--- config.mk ---
export PLATFORM = sky130hd
export DESIGN_NAME = demux_sel_sequencer
export DESIGN_NICKNAME = d
export VERILOG_FILES = /design/src/rtl/demux_sel_sequencer.sv
export SDC_FILE = /design/constraint.sdc
export NUM_CORES = 1
export LEC_CHECK = 0
export BUFFER_PORTS_ARGS = -buffer_cell sky130_fd_sc_hd__buf_2
export CORE_MARGIN = 5
export CORE_UTILIZATION = 45
export DETAILED_ROUTE_END_ITERATION = 6
export PLACE_DENSITY = 0.77
export SETUP_SLACK_MARGIN = 0.1
export SLEW_MARGIN = 25
export SYNTH_ARGS = -nofsm -noshare
export SYNTH_HDL_FRONTEND = slang
export SYNTH_SLANG_ARGS = --single-unit
--- constraint.sdc ---
create_clock -name clk -period 2.35 [get_ports clk]
set_input_delay 0.5875 -clock clk [delete_from_list [all_inputs] [get_ports clk]]
set_output_delay 0.5875 -clock clk [all_outputs]
set_load 0.02 [all_outputs]
--- src/rtl/demux_sel_sequencer.sv ---
// demux_sel_sequencer: serialises a 16-bit frame into (data, sel, strobe) beats for a 1x16 demux.
module demux_sel_sequencer #(
    parameter int MSB_FIRST  = 0,
    parameter int GAP_CYCLES = 0
) (
    input  logic        clk,
    input  logic        rst,
    input  logic [15:0] word_in,
    input  logic        word_valid,
    output logic        word_ready,
    input  logic        abort,
    output logic        data_out,
    output logic [3:0]  sel_out,
    output logic        strobe,
    output logic        frame_done,
    output logic        busy
);
    typedef enum logic [1:0] {IDLE, SHIFT, GAP} state_t;
    state_t      state_q, state_d;
    logic [3:0]  cnt_q, cnt_d, gap_q, gap_d, sel_q, sel_d;
    logic [15:0] cap_q, cap_d;
    logic        data_q, data_d, strobe_q, strobe_d, done_q, done_d, busy_q, busy_d;
    logic        last, accept;
    always_comb begin
        last       = state_q == SHIFT && cnt_q == 4'd15;
        word_ready = !rst && !abort && (state_q == IDLE || (last && GAP_CYCLES == 0));
        accept     = word_valid && word_ready;
        cap_d      = accept ? word_in : cap_q;
        state_d    = state_q;
        cnt_d      = cnt_q;
        gap_d      = gap_q;
        if (abort) begin
            state_d = IDLE;
            cnt_d   = 4'd0;
        end else if (accept) begin
            state_d = SHIFT;
            cnt_d   = 4'd0;
        end else if (last) begin
            state_d = GAP_CYCLES > 0 ? GAP : IDLE;
            cnt_d   = 4'd0;
            gap_d   = 4'(GAP_CYCLES - 1);
        end else if (state_q == SHIFT) begin
            cnt_d = cnt_q + 4'd1;
        end else if (state_q == GAP) begin
            state_d = gap_q == 4'd0 ? IDLE : GAP;
            gap_d   = gap_q - 4'd1;
        end
        // outputs are computed from the next state so they register alongside it
        strobe_d = state_d == SHIFT;
        sel_d    = !strobe_d ? 4'd0 : (MSB_FIRST != 0 ? 4'd15 - cnt_d : cnt_d);
        data_d   = strobe_d && cap_d[sel_d];
        done_d   = strobe_d && cnt_d == 4'd15;
        busy_d   = state_d != IDLE;
    end
    always_ff @(posedge clk) begin
        if (rst) begin
            state_q  <= IDLE;
            cnt_q    <= 4'd0;
            gap_q    <= 4'd0;
            cap_q    <= 16'd0;
            sel_q    <= 4'd0;
            data_q   <= 1'b0;
            strobe_q <= 1'b0;
            done_q   <= 1'b0;
            busy_q   <= 1'b0;
        end else begin
            state_q  <= state_d;
            cnt_q    <= cnt_d;
            gap_q    <= gap_d;
            cap_q    <= cap_d;
            sel_q    <= sel_d;
            data_q   <= data_d;
            strobe_q <= strobe_d;
            done_q   <= done_d;
            busy_q   <= busy_d;
        end
    end
    assign data_out   = data_q;
    assign sel_out    = sel_q;
    assign strobe     = strobe_q;
    assign frame_done = done_q;
    assign busy       = busy_q;
endmodule

==> metrics <==
final net count 259; Detail Placement HPWL ~2600 um; clock share of power a little under a third; relative slew slack 66.52%; largest family of logic cells by synthesized area simple AND/OR/NAND/NOR gates; Fmax between 400 and 500 MHz; R2R setup slack 0.22 ns; Cell Int Power around 0.76 mW; global route overflow 0; YS warnings 0; PortBufs 28; CTS Hold Buffers Added 0; Crit. End Element register; Placer Congestion approximately 0.76; antenna diode count 0; slowest CP cell dfxtp_2; DR pass1 iterations 4; synthesis-to-finish area growth 21.86%; largest net degree at the start of global routing 27; Final Cycle Share ~91%; clock root buffer clkbuf_4; post-synthesis sequential area ratio 42.17%; gr usage total between 10% and 20%; Post-Syn Area between 0.0015 and 0.002 mm^2; vias between 1000 and 1500; Post-Syn Nets between 200 and 250; Post-Synth XOR/XNOR Area under 10%; CTS tree yes; crit path launch type register; post-synthesis compound-gate area fraction around 18%; final worst path period need ~2.1 ns; CTS sink count 34; clock insertion delay at the later pin of the skew report roughly 0.34 ns; Pwr Total between 1 and 1.5 mW; area occupied by multi-input gates slightly below 900 um^2; CP top delay family compound AO/OA/AOI/OAI gates; critical path class register to register; end-of-flow core utilization a little under three fifths; Combinational Power Share between 10% and 20%; vias per cell ~5.2; DRC viols 0; layout cell share with drive strength beyond 1 between 20 and 30%; Num CTS Buffers 5; RSZ-0062 raised after global routing yes; # fillers approximately 330; Post-Synthesis Cells 196; Clock Path Buffers 2; final WL around 3600 um; CP peak stage delay 0.36 ns; Clock Skew between 0.015 and 0.02 ns; Post-Layout Cell Count 284; vias in the first global route approximately 1400; TNS Setup 0 ns; power density over the cells around 530 mW/mm^2; antenna-violating nets left 0; Reg clk slew, reported paths ~0.12 ns; Simple-Gate Fraction of Synth Area 23.72%; peak fanout along the critical path 5; status finished clean; pre-CTS WS roughly 0.0031 ns; post-placement cell count between 200 and 300; Leak 0.8763 nW; Starting Density between 40% and 50%; die area slightly below 0.005 mm^2; CORE AREA between 0.003 and 0.004 mm^2; CP arrival between 2 and 2.5 ns; routed len/inst around 13 um; I/O pin total 29; initial DRC count a little under 70; max-slew violations 0; #FFs+latches synth 34; final setup margin ~0.22 ns; Min-Delay Path Class register to register; antenna violations before repair 0; Final Hold Viols 0; Sequential Power Share roughly 58%; mean post-synth cell area 8.235 um^2; CP Cell Sequence ha_2 > and3_1 > a221oi_4 > nor3b_4 > mux2i_1 > nor2_1 > o32ai_2 > o22ai_2; Switch Pwr around 0.28 mW; WP buf/inv 0; multiplexer share of the synthesized area about 8%; Sequential Area about 680 um^2; Switching Share ~27%; Die Y 69.89 um; Peak VDD IR around 0.36 mV; synth unique cells 39; row cnt 21; first-pass GRT wire length 6210 um; die width 69.89 um; Max Cap Viol 0; number of setup violations in the final report 0; worst-margin pin slew 0.5022 ns; CTS H-tree depth 2; Req. time, crit path approximately 2.6 ns; Synth Area in Adders roughly 1.6%
[cells in the mapped netlist]
library cell,count,share of area [%]
dfxtp_1,34,42
nand2b_1,1,0.39
inv_1,5,1.2
a31oi_1,3,1.2
nor3b_1,2,0.93
buf_6,1,0.70
mux2i_1,11,6.8
nor3_1,2,0.62
buf_2,3,0.93
ha_1,2,1.6
xor2_1,3,1.6
mux2_1,1,0.70
clkbuf_1,5,1.2
a221oi_4,1,1.6
nor4_1,3,1.2
mux2_2,1,0.70
o21ai_0,8,2.5
a211oi_1,1,0.47
buf_4,1,0.47
nor2b_1,2,0.78
o21a_1,1,0.47
nand4_1,1,0.39
nor2_1,19,4.4
a211oi_2,1,0.78
o31ai_1,1,0.47
nand3_1,4,1.2
nand2_1,43,10
o22ai_2,1,0.78
or2_2,2,0.78
buf_1,1,0.23
and3_1,2,0.78
nor4b_1,1,0.54
o211a_1,1,0.62
a311oi_1,2,1.1
nand4b_1,1,0.54
nor3b_4,1,1.2
a21oi_1,20,6.2
a21o_1,3,1.4
o32ai_1,1,0.54
[final timing paths]
check	startpoint	depth (start not counted)	to
setup / recovery	cnt_q[1]	8	data_out
hold / removal	cap_q[3]	2	cap_q[3]
setup reg to reg	cnt_q[1]	8	data_out
hold reg to reg	cap_q[3]	2	cap_q[3]
[final cells by class]
type,instances,area share [%]
clock inverter,3,1.081
timing repair buffer,45,13.61
sequential,34,34.73
clock buffer,5,1.908
inverter,5,0.9542
multi-input combinational,146,44.78
tap,46,2.926
[metrics by stage]
step	hold slack (ns)	area [um^2]
finish	0.4636	1967
global route	0.4504	1967
floorplan	0.4357	1623
detailed placement	0.4498	1884
global placement	0.4409	1884
CTS	0.4585	1943
[registers in the layout, summed over array words and instances (netlist names)]
signal      flops
gap_q           4
sel_out         4
busy            1
cap_q          16
frame_done      1
cnt_q           4
strobe          1
data_out        1
state_q         2
[cell families (layout without fill, tap and decap cells)]
family,count (synthesis),after routing
DFF,34,34
AOI/OAI and AO/OA,44,44
xor gates and xnor gates,3,3
and+or+nand+nor,84,84
adders and majority gates,2,2
buffers and inverters,16,58
muxes,13,13
[power groups by stage]
stage | registers, mW | clock network, mW | logic (mW)
after floorplan | 0.609 | 0 | 0.0670
after global placement | 0.608 | 0 | 0.110
after detailed placement | 0.608 | 0 | 0.112
after CTS | 0.595 | 0.331 | 0.112
after global routing | 0.598 | 0.362 | 0.128
final | 0.596 | 0.322 | 0.115
[worst reg2reg max path: stages, from the launching register on]
cell and delay, ns:
dfxtp_2 0.36, ha_2 0.20, and3_1 0.21, a221oi_4 0.28, nor3b_4 0.34, mux2i_1 0.22, nor2_1 0.06, o32ai_2 0.28
o22ai_2 0.10
[timing repair]
action,CTS,global route
buffers inserted,0,1
setup endpoints to repair,0,2
resized for setup,0,5
[cell usage in the layout (no fill, tap or decap), types with 2 or more instances in the layout]
master,synthesis,layout
nand2_1,43,42
dfxtp_1,34,32
buf_2,3,28
a21oi_1,20,20
nor2_1,19,19
buf_4,1,17
mux2i_1,11,10
o21ai_0,8,8
inv_1,5,5
clkbuf_4,0,5
nand3_1,4,4
a21o_1,3,3
a31oi_1,3,3
xor2_1,3,3
nor4_1,3,3
and3_1,2,2
nor3b_1,2,2
nor2b_1,2,2
a311oi_1,2,2
nor3_1,2,2
or2_2,2,2
dfxtp_2,0,2
[layer usage]
metal | up-vias | global-route usage, % | part of all wire (%)
li1 | 760 | - | -
met3 | 2 | 4.591 | 4.3
met2 | 33 | 25.29 | 49
met1 | 669 | 18.95 | 46
met5 | - | 0 | 0
met4 | 0 | 4.894 | 0.65
Note: power is estimated with default switching activity, not from simulation.
